===== src/rtl/btn_event_decoder.sv =====
// Turns the debounced button level into one-cycle press/short/long/repeat/release
// events plus a held level; every output is registered.
module btn_event_decoder #(
   parameter int CNT_W         = 26,
   parameter int LONG_CYCLES   = 25_000_000,
   parameter int REPEAT_CYCLES = 5_000_000,
   parameter int REPEAT_EN     = 1
) (
   input  logic clk,
   input  logic rst,
   input  logic btn,
   output logic press_pulse,
   output logic short_press,
   output logic long_press,
   output logic repeat_pulse,
   output logic release_pulse,
   output logic held
);

   typedef enum logic [1:0] {
      IDLE    = 2'd0,
      PRESSED = 2'd1,
      HELD    = 2'd2
   } state_t;

   localparam logic [CNT_W-1:0] LONG_LAST   = CNT_W'(LONG_CYCLES - 1);
   localparam logic [CNT_W-1:0] REPEAT_LAST = CNT_W'(REPEAT_CYCLES - 1);

   state_t           r_state;
   state_t           w_stateNext;
   logic [CNT_W-1:0] r_cnt;
   logic [CNT_W-1:0] w_cntNext;
   logic             r_btnQ;
   logic             w_press;
   logic             w_short;
   logic             w_long;
   logic             w_repeat;
   logic             w_release;

   always_comb begin
      w_stateNext = r_state;
      w_cntNext   = r_cnt;
      w_press     = 1'b0;
      w_short     = 1'b0;
      w_long      = 1'b0;
      w_repeat    = 1'b0;
      w_release   = 1'b0;
      case (r_state)
         IDLE: begin
            if (btn && !r_btnQ) begin
               w_press     = 1'b1;
               w_stateNext = PRESSED;
               w_cntNext   = '0;
            end
         end
         PRESSED: begin
            // Release is checked first so it beats a coincident long threshold.
            if (!btn) begin
               w_short     = 1'b1;
               w_release   = 1'b1;
               w_stateNext = IDLE;
               w_cntNext   = '0;
            end else if (r_cnt == LONG_LAST) begin
               w_long      = 1'b1;
               w_stateNext = HELD;
               w_cntNext   = '0;
            end else begin
               w_cntNext = r_cnt + 1'b1;
            end
         end
         HELD: begin
            // With repeat disabled the counter parks at the repeat limit.
            if (!btn) begin
               w_release   = 1'b1;
               w_stateNext = IDLE;
               w_cntNext   = '0;
            end else if (r_cnt == REPEAT_LAST) begin
               if (REPEAT_EN != 0) begin
                  w_repeat  = 1'b1;
                  w_cntNext = '0;
               end
            end else begin
               w_cntNext = r_cnt + 1'b1;
            end
         end
         default: begin
            w_stateNext = IDLE;
            w_cntNext   = '0;
         end
      endcase
   end

   // btn_q resets high so a button held through reset never counts as a press.
   always_ff @(posedge clk) begin
      if (rst) begin
         r_state       <= IDLE;
         r_cnt         <= '0;
         r_btnQ        <= 1'b1;
         press_pulse   <= 1'b0;
         short_press   <= 1'b0;
         long_press    <= 1'b0;
         repeat_pulse  <= 1'b0;
         release_pulse <= 1'b0;
         held          <= 1'b0;
      end else begin
         r_state       <= w_stateNext;
         r_cnt         <= w_cntNext;
         r_btnQ        <= btn;
         press_pulse   <= w_press;
         short_press   <= w_short;
         long_press    <= w_long;
         repeat_pulse  <= w_repeat;
         release_pulse <= w_release;
         held          <= (w_stateNext != IDLE);
      end
   end

endmodule


===== config.mk =====
export PLATFORM = sky130hd
export DESIGN_NAME = btn_event_decoder
export DESIGN_NICKNAME = d
export VERILOG_FILES = /design/src/rtl/btn_event_decoder.sv
export SDC_FILE = /design/constraint.sdc
export NUM_CORES = 1
export LEC_CHECK = 0
export ABC_AREA = 1
export CORE_ASPECT_RATIO = 1.4
export CORE_MARGIN = 5
export CORE_UTILIZATION = 60
export CTS_BUF_LIST = sky130_fd_sc_hd__clkbuf_16
export CTS_CLUSTER_SIZE = 14
export DETAILED_ROUTE_END_ITERATION = 8
export GPL_TIMING_DRIVEN = 0
export PLACE_DENSITY = 0.82
export SYNTH_ARGS = -nofsm -noshare
export SYNTH_HDL_FRONTEND = slang
export SYNTH_SLANG_ARGS = --single-unit
export TNS_END_PERCENT = 10

===== constraint.sdc =====
create_clock -name clk -period 2.1 [get_ports clk]
set_clock_uncertainty 0.15 [all_clocks]
set_input_delay 0.42 -clock clk [delete_from_list [all_inputs] [get_ports clk]]
set_output_delay 0.42 -clock clk [all_outputs]
set_load 0.05 [all_outputs]

# After elaboration in Yosys (flattened, before gate mapping)
# Index checks and enable logic that the tools add are counted.
# Widths: inputs -> output; s select.
[totals] ff_bits=35 output_inout_bits=6 in_bits=3 elab_cells=45
[classes] add_sub_neg=1 muxes=15 n_bitwise=5 eq_ne=5 reduce_logical=10
[op_table] op="$mux 26" n=5
[op_table] op="$pmux 26 s3" n=1
[op_table] op="$add 26x1->26 const B" n=1
[op_table] op="$eq 26x23->1 const B" n=1
[op_table] op="$eq 26x25->1 const B" n=1
[op_table] op="$mux 2" n=4
[op_table] op="$reduce_or 2->1" n=4
[op_table] op="$pmux 2 s3" n=1
[op_table] op="$reduce_or 3->1" n=2
[op_table] op="$not 1->1" n=5
[op_table] op="$mux 1" n=4
[op_table] op="$eq 2x1->1 const B" n=1
[op_table] op="$eq 2x2->1 const B" n=1
[op_table] op="$logic_not 2->1" n=1
[op_table] op="$ne 2x2->1 const B" n=1
[op_table] op="$reduce_bool 2->1" n=1
[op_table] op="$logic_and 1x1->1" n=1
[op_table] op="$logic_not 1->1" n=1

# Longest topological paths before layout
[logic_depth] depth_word=5 ltp_mapped=13 depth_no_buf=11

# Least setup slack after synthesis
# Ideal clock, no wire load.
[synth_path] kind="reg-to-reg" start="reg r_cnt[0]" end="reg r_cnt[13]" t_required_ns=1.833 setup_slack_ns=0.447 path_stages_with_launch=12 synth_period_minus_slack_ns=1.653 setup_time_ns=0.117 arrival_time_ns=1.386 path_buffers=1 path_cell_list="dfxtp_1 > ha_1 > nand3_2 > nor2_4 > nand3_1 > nand2_1 > nand2_1 > nand2_1 > nand2_2 > nand2_4 > buf_12 > nor2_1"
[synth_between] elab_chain_cells=4 elab_cells_between_ends=8 cone_classes="add/sub: 1; eq/ne: 2; mux: 5"
[synth_lines] element="from (decl)" line="31" source="logic [CNT_W-1:0] r_cnt;"
[synth_lines] element="from (signal assigned)" line="107" source="r_cnt <= w_cntNext;"
[synth_lines] element="$add 26x1->26 (tied with other cells)" line="68, 83"
[synth_lines] element="$mux 26, on equally long branches" line="77, 63"
[synth_lines] element="$mux 26, on equally long branches" line="73, 58"
[synth_lines] element="$pmux 26 s3 *" line="48" source="case (r_state)"
# Every way passes the cells marked *; elsewhere a longest branch is shown, timed or not.
# A chain may end at the register's enable or synchronous reset.

# Worst setup path in the final report
[layout_path] start="reg long_press" end="out long_press"
[layout_lines] element="from (decl)" line="14" source="output logic long_press,"
[layout_lines] element="from (signal assigned)" line="111" source="long_press <= w_long;"
# No word-level cell between the ends.

==> metrics.txt <==
# TYPE chip_impl_metric gauge
chip_impl_metric{name="dr_total_vias",unit=""} 1903
chip_impl_metric{name="worst-endpoint-required",unit="ns"} 1.53
chip_impl_metric{name="powerDensity",unit="nW/um^2"} 638
chip_impl_metric{name="maxCapViolations",unit=""} 0
chip_impl_metric{name="maximum_number_of_pins_on_one_net_before_global_route_repair",unit=""} 12
chip_impl_metric{name="maxClockFrequency",unit="MHz"} 514
chip_impl_metric{name="detailedPlacementHpwl",unit="mm"} 3.64
chip_impl_metric{name="post_synth_inst_count",unit=""} 292
chip_impl_metric{name="finalSetupViolCount",unit=""} 0
chip_impl_metric{name="cts_max_level",unit=""} 2
chip_impl_metric{name="sum_of_negative_setup_slack",unit="ns"} 0
chip_impl_metric{name="final-hold-violation-count",unit=""} 0
chip_impl_info{name="rsz0062_at_grt",value="false"} 1
chip_impl_metric{name="final_critical_path_setup_slack",unit="ns"} 0.155
chip_impl_metric{name="netlist-cell-type-count",unit=""} 32
chip_impl_metric{name="place.detailed.instances",unit=""} 340
chip_impl_info{name="cts_tree",value="done"} 1
chip_impl_metric{name="gp_congestion",unit=""} 0.943
chip_impl_metric{name="drt_first_iter_violations",unit=""} 84
chip_impl_metric{name="setup_slack_at_placement",unit="ns"} -0.266
chip_impl_info{name="worstPathCellList",value="clkdlybuf4s50_1"} 1
chip_impl_metric{name="1st_pass_router_iterations",unit=""} 4
chip_impl_metric{name="swShare",unit="%"} 23.0
chip_impl_metric{name="worstPathBufferInverterCount",unit=""} 1
chip_impl_metric{name="floorplan.die_area",unit="um^2"} 4660
chip_impl_metric{name="route.detailed.wl_per_inst",unit="um"} 13.8
chip_impl_metric{name="yosys.area.top_type_share",unit="%"} 34.5
chip_impl_info{name="synth_area_leaders",value="dfxtp_1, nand2_1, nor2_1"} 1
chip_impl_metric{name="post-route-period-util",unit="%"} 92.6
chip_impl_metric{name="worst_slew_margin_rel",unit="%"} 67.1
chip_impl_info{name="critical_path.startpoint",value="long_press$_SDFF_PP0_"} 1
chip_impl_metric{name="ys.warnings.count",unit=""} 0
chip_impl_metric{name="layout_min_cycle_time",unit="ns"} 1.95
chip_impl_info{name="timing.hold.worst.start",value="btn"} 1
chip_impl_metric{name="clock_sink_count",unit=""} 35
chip_impl_metric{name="boundary_pins",unit=""} 9
chip_impl_info{name="outcome",value="finished, final reports clean"} 1
chip_impl_metric{name="yosys_register_bits",unit=""} 35
chip_impl_metric{name="cts.reportedPaths.clkPinSlew",unit="ns"} 0.05
chip_impl_info{name="critPathTopFamily",value="buffers and inverters"} 1
chip_impl_metric{name="power_frac_comb",unit="%"} 6.6
chip_impl_metric{name="routed_wl",unit="mm"} 4.81
chip_impl_info{name="regToRegStartpoint",value="r_cnt[0]$_SDFFE_PP0P_"} 1
chip_impl_metric{name="syn_area",unit="um^2"} 2030
chip_impl_metric{name="worst-endpoint-arrival",unit="ns"} 1.38
chip_impl_metric{name="total_area_of_multi_input_combinational_cells",unit="um^2"} 1130
chip_impl_metric{name="chipHeight",unit="um"} 78.8
chip_impl_metric{name="p_int",unit="mW"} 1.14
chip_impl_metric{name="design.final.nets",unit=""} 315
chip_impl_info{name="critical_path_class",value="reg2out"} 1
chip_impl_info{name="cts_root_buffer",value="clkbuf_16"} 1
chip_impl_metric{name="post_cts.repair.setup_buffers",unit=""} 0
chip_impl_metric{name="path_max_fanout",unit=""} 1
chip_impl_metric{name="cts_repair_resize_count",unit=""} 0
chip_impl_metric{name="area.growth.synth_to_final",unit="%"} 13.7
chip_impl_info{name="cp-end-kind",value="output pin"} 1
chip_impl_metric{name="vdd.ir_drop.worst",unit="V"} 0.000573
chip_impl_info{name="synth_top_area_cell",value="dfxtp_1"} 1
chip_impl_metric{name="drive_above_1_share",unit="%"} 14.0
chip_impl_metric{name="area.sequential",unit="um^2"} 701
chip_impl_metric{name="clockPowerShare",unit="%"} 47.5
chip_impl_metric{name="psw",unit="uW"} 338
chip_impl_metric{name="syn-num-nets",unit=""} 300
chip_impl_metric{name="grt_util_all_layers",unit="%"} 23.3
chip_impl_metric{name="post_dp_area",unit="um^2"} 2160
chip_impl_metric{name="fillcell_total",unit=""} 300
chip_impl_metric{name="cts-hold-fix-buffers",unit=""} 0
chip_impl_info{name="slowest_stage",value="clkdlybuf4s50_1"} 1
chip_impl_metric{name="layout.cell_area.non_filler",unit="um^2"} 2310
chip_impl_metric{name="fin_cells",unit=""} 348
chip_impl_metric{name="grt_remaining_overflow",unit=""} 0
chip_impl_metric{name="critical_path.max_stage_delay",unit="ns"} 0.79
chip_impl_metric{name="vias_per_cell",unit=""} 5.47
chip_impl_metric{name="die_width",unit="um"} 59.2
chip_impl_metric{name="power.share.sequential",unit="%"} 45.8
chip_impl_metric{name="coreArea",unit="um^2"} 3320
chip_impl_info{name="min_path_type",value="in2reg"} 1
chip_impl_info{name="worst_setup_start_kind",value="flop"} 1
chip_impl_metric{name="rows",unit=""} 25
chip_impl_metric{name="final_max_slew_viol_count",unit=""} 0
chip_impl_metric{name="starting_density_of_the_core",unit="%"} 61.2
chip_impl_metric{name="drcViolationCount",unit=""} 0
chip_impl_metric{name="insertion_delay",unit="ns"} 0.28
chip_impl_metric{name="tightest_slew",unit="ns"} 0.492
chip_impl_metric{name="clock_path_buffers",unit=""} 2
chip_impl_metric{name="cts_made_buffers",unit=""} 5
chip_impl_metric{name="avgSynthCellArea",unit="um^2"} 6.95
chip_impl_metric{name="grt_antenna_before_repair",unit=""} 0
chip_impl_metric{name="antennaDiodeCount",unit=""} 0
chip_impl_metric{name="drt.antenna.violating_nets",unit=""} 0
chip_impl_metric{name="hold_slack",unit="ns"} 0.319
chip_impl_metric{name="power.leakage",unit="nW"} 0.892
chip_impl_metric{name="first_global_vias",unit=""} 1879
chip_impl_metric{name="first_pass_grt_wire_length",unit="mm"} 8.23
chip_impl_metric{name="io_buffers",unit=""} 8
chip_impl_metric{name="seq_area_frac_synth",unit="%"} 34.5
## synth_stat cells, drive strengths merged
library cell / n
nor2: 67
nand2: 56
inv: 39
dfxtp: 35
nand3: 31
o21ai: 14
nand4: 13
xor2: 8
nor3: 6
buf: 5
ha: 5
xnor2: 3
a21oi: 1
a31o: 1
a31oi: 1
nor2b: 1
nor3b: 1
nor4: 1
o21bai: 1
o22ai: 1
o31ai: 1
or2: 1
## cells by family (layout without fill, tap and decap cells)
group	Yosys count	in the layout	synth area share [%]
simple gates	177	177	42.1
buf+inv	44	60	10.0
flops	35	35	34.5
fa+ha+maj	5	5	3.08
compound gates	20	20	5.48
xor+xnor	11	11	4.74
## cell type report
cell class              instances  area share, %
clock buffers                   5           5.42
plain buffers                   5           2.49
clock inverters                 3          0.650
flip-flops and latches         35           30.4
repair buffers                  8           3.58
well taps                      40           2.17
multi-input cells             213           49.0
inverters                      39           6.34
## per-stage QoR
stage | util [%] | total power [mW]
3_3_place_gp | 65.2 | 0.786
5_1_grt | 69.6 | 1.53
3_5_place_dp | 65.2 | 0.788
6_report | 69.6 | 1.47
4_1_cts | 69.4 | 1.49
2_1_floorplan | - | 0.758
## layout by cell type (no fill, tap or decap), types with 2 or more instances in the layout
| cell type | Yosys | layout |
|---|---|---|
| buf_12 | 2 | 2 |
| buf_2 | 2 | 2 |
| clkbuf_16 | 0 | 5 |
| clkdlybuf4s50_1 | 0 | 7 |
| clkinv_1 | 0 | 2 |
| dfxtp_1 | 35 | 35 |
| ha_1 | 5 | 5 |
| inv_1 | 38 | 38 |
| nand2_1 | 51 | 51 |
| nand2_2 | 3 | 3 |
| nand2_4 | 2 | 2 |
| nand3_1 | 30 | 30 |
| nand4_1 | 12 | 12 |
| nor2_1 | 46 | 46 |
| nor2_2 | 19 | 18 |
| nor2_4 | 2 | 3 |
| nor3_1 | 6 | 6 |
| o21ai_0 | 11 | 11 |
| o21ai_1 | 3 | 3 |
| xnor2_1 | 3 | 3 |
| xor2_1 | 8 | 8 |
## path summary, 6_finish.rpt
path | endpoint | slack, ns | depth (start not counted)
worst min register to register | r_cnt[1]$_SDFFE_PP0P_ | 0.42 | 4
worst max register to register | r_cnt[24]$_SDFFE_PP0P_ | 0.23 | 8
worst max-delay path | long_press | 0.15 | 1
worst min-delay path | short_press$_SDFF_PP0_ | 0.32 | 2
## sequential cells by signal (all words and copies together), names as in the netlist
signal	flops
held	1
long_press	1
press_pulse	1
r_btnQ	1
r_cnt	26
r_state	2
release_pulse	1
repeat_pulse	1
short_press	1
## power by group through the flow
stage	sequential [mW]	clock, mW	combinational [mW]
final	0.675	0.700	0.0978
after CTS	0.675	0.714	0.0985
after floorplan	0.696	0	0.0621
after detailed placement	0.689	0	0.0985
after global placement	0.689	0	0.0972
after global routing	0.675	0.744	0.106
## metal layers
layer / wire, um / GRT usage [%]
met1: 1870 / 24.5
met2: 2530 / 41.2
met3: 208 / 4.55
met4: 206 / 14.1
met5: 0 / 0
Power figures use the tool's default switching activity.
